## config.mk

```make
export PLATFORM = sky130hd
export DESIGN_NAME = game_tick_scheduler
export DESIGN_NICKNAME = d
export VERILOG_FILES = /design/src/rtl/game_tick_scheduler.sv
export SDC_FILE = /design/constraint.sdc
export NUM_CORES = 1
export LEC_CHECK = 0
export CAP_MARGIN = 20
export CELL_PAD_IN_SITES_DETAIL_PLACEMENT = 2
export CELL_PAD_IN_SITES_GLOBAL_PLACEMENT = 2
export CORE_ASPECT_RATIO = 1.2
export CORE_MARGIN = 5
export CORE_UTILIZATION = 38
export DETAILED_ROUTE_END_ITERATION = 10
export DONT_BUFFER_PORTS = 1
export GPL_TIMING_DRIVEN = 0
export MAX_ROUTING_LAYER = met4
export PLACE_DENSITY_LB_ADDON = 0.25
export SLEW_MARGIN = 25
export SYNTH_ARGS = -nofsm -noshare
export SYNTH_HDL_FRONTEND = slang
export SYNTH_SLANG_ARGS = --single-unit
```

## constraint.sdc

```tcl
create_clock -name clk -period 2.6 [get_ports clk]
set_clock_uncertainty 0.1 [all_clocks]
set_input_delay 0.39 -clock clk [delete_from_list [all_inputs] [get_ports clk]]
set_output_delay 0.39 -clock clk [all_outputs]
set_load 0.005 [all_outputs]
```

## src/rtl/game_tick_scheduler.sv

```systemverilog
// Per-frame game update sequencer: frame-boundary or single-step trigger, per-player req/ack, resolve strobe.
// Optional step_btn debouncer is enabled with `define GAME_TICK_STEP_DEBOUNCE_EN.
module game_tick_scheduler #(
    parameter int NUM_PLAYERS    = 2,
    parameter int TRIGGER_LINE   = 480,
    parameter int TIMEOUT_CYCLES = 1024,
    parameter int TICK_W         = 16
) (
    input  logic                   clk,
    input  logic                   rst,
    input  logic [9:0]             pixel_y,
    input  logic                   run_mode,
    input  logic                   step_btn,
    output logic [NUM_PLAYERS-1:0] upd_req,
    input  logic [NUM_PLAYERS-1:0] upd_ack,
    output logic                   resolve_strobe,
    output logic                   frame_done,
    output logic                   busy,
    output logic                   overrun,
    output logic [NUM_PLAYERS-1:0] timeout_err,
    output logic [TICK_W-1:0]      tick_count,
    output logic [2:0]             state_dbg
);

    localparam int IDX_W = (NUM_PLAYERS > 1) ? $clog2(NUM_PLAYERS) : 1;
    localparam int CNT_W = (TIMEOUT_CYCLES > 2) ? $clog2(TIMEOUT_CYCLES) : 1;
    localparam logic [CNT_W-1:0] TO_MAX = CNT_W'(TIMEOUT_CYCLES - 1);
    localparam logic [IDX_W-1:0] LAST_IDX = IDX_W'(NUM_PLAYERS - 1);

    typedef enum logic [2:0] {
        IDLE    = 3'd0,
        REQ     = 3'd1,
        GAP     = 3'd2,
        RESOLVE = 3'd3,
        DONE    = 3'd4
    } state_t;

    state_t                 state, state_next;
    logic [IDX_W-1:0]       idx, idx_next;
    logic [CNT_W-1:0]       tcnt, tcnt_next;
    logic [NUM_PLAYERS-1:0] to_set;
    logic [9:0]             prev_y;
    logic                   prev_step;
    logic                   step_lvl;
    logic                   frame_trig, step_trig, accepted;

`ifdef GAME_TICK_STEP_DEBOUNCE_EN
    logic        step_raw_q, step_stable;
    logic [15:0] db_cnt;

    // Counter restarts on any raw change; the filtered level follows only after a full quiet period.
    always_ff @(posedge clk) begin
        if (rst) begin
            step_raw_q  <= 1'b0;
            step_stable <= 1'b0;
            db_cnt      <= '0;
        end else if (step_btn != step_raw_q) begin
            step_raw_q <= step_btn;
            db_cnt     <= '0;
        end else if (step_stable != step_raw_q) begin
            if (db_cnt == 16'hFFFF) begin
                step_stable <= step_raw_q;
                db_cnt      <= '0;
            end else begin
                db_cnt <= db_cnt + 16'd1;
            end
        end
    end

    assign step_lvl = step_stable;
`else
    assign step_lvl = step_btn;
`endif

    assign frame_trig = (pixel_y == 10'(TRIGGER_LINE)) && (prev_y != 10'(TRIGGER_LINE));
    assign step_trig  = step_lvl && !prev_step;
    assign accepted   = run_mode ? frame_trig : step_trig;
    assign state_dbg  = state;

    always_comb begin
        state_next = state;
        idx_next   = idx;
        tcnt_next  = tcnt;
        to_set     = '0;
        case (state)
            IDLE: begin
                if (accepted) begin
                    state_next = REQ;
                    idx_next   = '0;
                    tcnt_next  = '0;
                end
            end
            REQ: begin
                // An ack in the final timeout cycle still counts as a clean handshake.
                if (upd_ack[idx]) begin
                    state_next = GAP;
                end else if (tcnt == TO_MAX) begin
                    to_set[idx] = 1'b1;
                    state_next  = GAP;
                end else begin
                    tcnt_next = tcnt + 1'b1;
                end
            end
            GAP: begin
                tcnt_next = '0;
                if (idx == LAST_IDX) begin
                    state_next = RESOLVE;
                end else begin
                    idx_next   = idx + 1'b1;
                    state_next = REQ;
                end
            end
            RESOLVE: state_next = DONE;
            DONE:    state_next = IDLE;
            default: state_next = IDLE;
        endcase
    end

    // Outputs are registered from the next-state decode so they line up with the state they describe.
    always_ff @(posedge clk) begin
        if (rst) begin
            state          <= IDLE;
            idx            <= '0;
            tcnt           <= '0;
            prev_y         <= '0;
            prev_step      <= 1'b0;
            upd_req        <= '0;
            resolve_strobe <= 1'b0;
            frame_done     <= 1'b0;
            busy           <= 1'b0;
            overrun        <= 1'b0;
            timeout_err    <= '0;
            tick_count     <= '0;
        end else begin
            state          <= state_next;
            idx            <= idx_next;
            tcnt           <= tcnt_next;
            prev_y         <= pixel_y;
            prev_step      <= step_lvl;
            upd_req        <= (state_next == REQ) ? (NUM_PLAYERS'(1) << idx_next) : '0;
            resolve_strobe <= (state_next == RESOLVE);
            frame_done     <= (state_next == DONE);
            busy           <= (state_next != IDLE);
            timeout_err    <= timeout_err | to_set;
            if (accepted && (state != IDLE))
                overrun <= 1'b1;
            if (state_next == DONE)
                tick_count <= tick_count + 1'b1;
        end
    end

endmodule

```

-- Word level (Yosys, flattened, before mapping)
Index checks and enable logic that the tools add are counted.
- register bits after elaboration: 49
- input port bits: 16
- output and inout port bits: 27
- logic and storage cells: 63
- $add $sub $neg: 3
- $lt $le $gt $ge: 2
- eq/ne operators: 12
- shift operators: 1
- mux-type cells: 20
- bitwise gates (word level): 2
- reductions and logical operators: 11
- operator list (kind ; number):
    10-bit two-way mux ; 3
    10-bit one-hot mux with 3 select lines ; 1
    16-bit by 1-bit adder with 16-bit output, second input constant ; 1
    3-bit one-hot mux with 4 select lines ; 1
    10-bit by 1-bit adder with 10-bit output, second input constant ; 1
    10-bit equality test, second input constant ; 1
    10-bit by 9-bit equality test with 1-bit output, second input constant ; 1
    10-bit by 9-bit != test with 1-bit output, second input constant ; 1
    3-bit by 2-bit equality test with 1-bit output, second input constant ; 3
    3-bit two-way mux ; 3
    3-bit nonzero test ; 3
    2-bit two-way mux ; 4
    3-bit by 1-bit equality test with 1-bit output, second input constant ; 2
    1-bit two-way mux ; 6
    2-bit != test, second input constant ; 3
    1-bit logical AND ; 4
    4-bit AND reduction ; 1
    3-bit equality test, second input constant ; 1
    3-bit zero test ; 1
    1-bit by 2-bit < comparator with 1-bit output, second input constant ; 1
    2-bit bitwise OR ; 1
    1-bit one-hot mux with 2 select lines ; 1
    2-bit OR reduction ; 1
    1-bit by 1-bit left shift with 2-bit output, first input constant ; 1
    5 further kinds ; 5

-- Longest topological paths before layout
- depth after elaboration: 8
- gate-level depth with buffers: 7
- depth with buffers taken out: 6

-- Least setup slack after synthesis
Ideal clock, no wire load.
- path kind: register to register
- start point: register tcnt[0]
- end point: register upd_req[0]
- library setup time: 0.117 ns
- arrival time: 1.805 ns
- data required time: 2.383 ns
- setup slack: 0.578 ns
- stages on the path, launching flop included: 8
- buffers on the path: 1
- period minus slack after synthesis: 2.022 ns
- cells stage by stage: dfxtp_1 > ha_1 > nand3_2 > or4_4 > and2_4 > buf_6 > nor2_8 > and4b_1
- word-level cells in the longest chain between the ends: 7
- RTL lines (element ; RTL line ; text):
    start, declared ; 40 ; logic [CNT_W-1:0] tcnt, tcnt_next;
    start signal, assigned ; 137 ; tcnt <= tcnt_next;
    10-bit equality test ; 97 ; end else if (tcnt == TO_MAX) begin
    3-bit two-way mux ; 97 ;
    3-bit two-way mux ; 95 ; if (upd_ack[idx]) begin
    3-bit one-hot mux with 4 select lines ; 85 ; case (state)
    3-bit by 1-bit equality test with 1-bit output ; 140 ; upd_req <= (state_next == REQ) ? (NUM_PLAYERS'(1) << idx_next) : '0;
    1-bit inverter (no line) ; - ;
    2-bit OR reduction (no line) ; - ;
    end signal, assigned ; 140 ;
    end, declared ; 14 ; output logic [NUM_PLAYERS-1:0] upd_req,
Every way passes these cells.
A chain may end at the register's enable or synchronous reset.

-- Final worst setup path
Same ends and word-level chain as after synthesis.

==> run summary <==
==================================================================================================
Cell chain of the critical path                                                       ha_1, nand3_2, or4_4, and2_4, buf_6, nor2_8, and4b_1
Clock tree buffer depth                                                                          2
DIE AREA                                                                              0.00723 sq mm
Leakage power of the design                                                               0.819 nW
Number of routed nets with antenna violations                                                    0
Number of CTS-inserted buffers                                                                   5
Via density per instance                                                                      5.54
Area after DPL                                                                        0.00222 sq mm
Number of enable flip-flop cells after synthesis                                                 0
Worst Setup Path Type                                                                 flop to flop
Routed wirelength normalized by instance count                                        17.9 microns
Portion of synthesized cell area occupied by the leading cell type                           45.9%
Antenna Cells                                                                                    0
RSZ-0062 raised after global routing                                                         false
Antenna violations before repair                                                                 0
GPL Wtd Cong                                                                                 0.717
Most common cell in the synthesized netlist                                                dfxtp_1
Net switching component of the power                                                    0.000305 W
Worst-skew pair later-pin latency                                                          0.30 ns
Count of vias placed by the detailed router                                                   1633
Number of detailed-route iterations in the first pass                                            4
Total number of H-tree levels                                                                    2
Final layout net count                                                                         249
Boundary pin count                                                                              43
Synthesized Nets                                                                               242
Part of the total power dissipated in sequential elements                                    55.9%
Outcome                                                                               finished, final reports clean
Gate count after technology mapping                                                            224
Clock transition time at the flip-flop clock pins of the worst setup and hold paths        0.09 ns
Average cell area after synthesis                                                       9.53 sq um
Non-Filler Cell Area, Final                                                           0.00232 sq mm
Starting density of the core                                                                 38.4%
Largest fanout on the critical path                                                             10
Slew of the pin with the lowest slew margin                                               0.643 ns
Proportion of total power due to net switching                                               22.1%
VDD IR max                                                                                  299 uV
Die width                                                                             78.4 microns
Clock root buffer master                                                                  clkbuf_8
Largest stage delay on the critical path                                                   0.60 ns
Number of synthesis warnings                                                                     0
Total Wirelength                                                                           5.27 mm
Slew HR                                                                                      56.8%
Floorplan Core Area                                                                   0.00556 sq mm
Area added between synthesis and finish                                                      8.61%
Yosys cell types                                                                                51
HP Class                                                                              primary input to flop
Post-Syn Area                                                                         0.00214 sq mm
Logic gate share of total power                                                               5.8%
Portion of total power attributed to the clock network                                       38.3%
Primary flip-flop cell chosen by synthesis mapping                                         dfxtp_1
CTS tree                                                                                      done
Top area cells in the synthesized netlist                                             dfxtp_1, nor2_1, xor2_1
Count of buffers from port buffering                                                             0
Global router's overall resource usage                                                       15.6%
Cell taking the most area after synthesis                                                  dfxtp_1
Cell row count                                                                                  30
Period minus WS final                                                                      2.26 ns
Worst path slowest cell                                                                      or4_4
Number of buffers added to fix hold violations after cts                                         0
Proportion of synthesized flip-flops having asynchronous set or reset                           0%
Data required time of the worst path                                                       2.68 ns
Internal                                                                                 0.00108 W
CP startpoint kind                                                                            flop
Arrival time of data at the critical path endpoint                                         2.34 ns
Final setup violation count                                                                      0
Final worst path period share                                                                86.8%
Number of violations reported at the end of detailed-routing iteration 0                        20
Count of final max-slew check failures                                                           0
Wire length of the first global-routing pass                                               8.74 mm
Ranking of synthesized cells by instance count                                        dfxtp_1, nor2_1, nand2_1, nor2b_1, xor2_1
Fin. Hold Viols                                                                                  0
Largest delay share family, worst path                                                simple AND/OR/NAND/NOR gates
Count of max-cap constraint violations                                                           0
Seq/Total Area, Yosys                                                                        45.9%
Fraction of final layout cells with drive strength greater than 1                            12.6%
Maximum number of pins on one net before global-route repair                                    15
Vias in the first global route                                                                1824
Total congestion overflow after global routing                                                   0
Clock Sinks                                                                                     49
Power density of the placed cells                                                      595 mW/mm^2
Max Clk Rate                                                                             0.443 GHz
Flops & latches, synth                                                                          49
Detailed-placement wirelength estimate                                                     3.91 mm
Fill cells                                                                                     612
Remaining DRCs                                                                                   0
Number of buffers inserted by post-CTS setup repair                                              0
CTS resizes                                                                                      0
Height of the die                                                                     92.1 microns
Setup TNS                                                                                     0 ns
WP buf/inv                                                                                       1
Capturing element type of the critical path                                                   flop
==================================================================================================
## through the flow
| stage | hold WS (ns) | util [%] | power (W) | instances | setup WS (ns) |
|---|---|---|---|---|---|
| 6_report | 0.125 | 41.8 | 0.00138 | 295 | 0.343 |
| 3_5_place_dp | 0.367 | 39.9 | 0.000871 | 288 | 0.310 |
| 5_1_grt | 0.115 | 41.8 | 0.00144 | 295 | 0.159 |
| 2_1_floorplan | 0.342 | - | 0.000850 | 224 | 0.578 |
| 3_3_place_gp | 0.359 | 39.9 | 0.000869 | 288 | 0.381 |
| 4_1_cts | 0.113 | 41.8 | 0.00140 | 295 | 0.269 |
## worst reg2reg max path, delay by kind of cell, from the launching register on
kind	cells	cell delay, ns
fa+ha+maj	1	0.22
buf+inv	1	0.13
flops	1	0.39
simple gates	5	1.31
## metal layers
metal / GRT usage [%] / vias up / share of wire [%]
li1: - / 795 / -
met2: 29.4 / 26 / 55
met4: 4.96 / 0 / 0.80
met3: 4.72 / 2 / 5.1
met1: 15.2 / 810 / 39
met5: - / - / 0
## area by class of cell
class                   instances  area [sq um]  area share [%]
flip-flops and latches         49           981            42.3
multi-input cells             162          1070            46.1
inverters                       4          15.0           0.647
clock inverters                 2          35.0            1.51
plain buffers                   9          71.3            3.07
well taps                      64          80.1            3.45
clock buffers                   5          68.8            2.97
## worst paths after layout
check | start | endpoint | slack, ns | cells past startpoint
worst max-delay path | tcnt[0] | upd_req[0] | 0.34 | 7
worst max register to register | tcnt[0] | upd_req[0] | 0.34 | 7
worst min-delay path | pixel_y[0] | prev_y[0] | 0.13 | 1
worst min register to register | overrun | overrun | 0.37 | 2
## power by group through the flow
| stage | Sequential [W] | Clock (W) | Combinational [W] |
|---|---|---|---|
| floorplan | 0.000787 | 0 | 0.0000626 |
| global placement | 0.000789 | 0 | 0.0000794 |
| detailed placement | 0.000790 | 0 | 0.0000811 |
| CTS | 0.000772 | 0.000546 | 0.0000816 |
| global route | 0.000774 | 0.000582 | 0.0000885 |
| finish | 0.000772 | 0.000529 | 0.0000799 |
## kinds of logic (layout without fill, tap and decap cells)
logic type      count (synthesis)  in the layout  synth area share [%]
compound gates                 25             25                  8.73
xor+xnor                       18             18                  7.38
fa+ha+maj                       2              2                  1.17
buf+inv                        13             20                  4.04
flops                          49             49                  45.9
mux                             2              2                  1.05
simple gates                  115            115                  31.7
## flip-flops by register name, indices dropped and copies added, names as in the netlist
name and count:
timeout_err 2, overrun 1, tcnt 10, frame_done 1
busy 1, prev_step 1, upd_req 2, prev_y 10
tick_count 16, state_dbg 3, resolve_strobe 1, idx 1
## cells in the final DEF (no fill, tap or decap), drive strengths merged, types with 2 or more instances in the layout
| cell | count |
|---|---|
| a21oi | 6 |
| a31o | 4 |
| a31oi | 3 |
| and2 | 3 |
| and4 | 2 |
| and4b | 2 |
| buf | 4 |
| clkbuf | 10 |
| dfxtp | 49 |
| ha | 2 |
| inv | 4 |
| mux2 | 2 |
| nand2 | 18 |
| nand2b | 2 |
| nand3 | 10 |
| nand3b | 2 |
| nand4 | 5 |
| nand4b | 3 |
| nor2 | 31 |
| nor2b | 12 |
| nor3 | 7 |
| nor3b | 2 |
| nor4 | 4 |
| nor4bb | 2 |
| o21ai | 4 |
| o41ai | 3 |
| or2 | 2 |
| or4 | 3 |
| xnor2 | 6 |
| xor2 | 12 |
(Power assumes the default switching activity.)
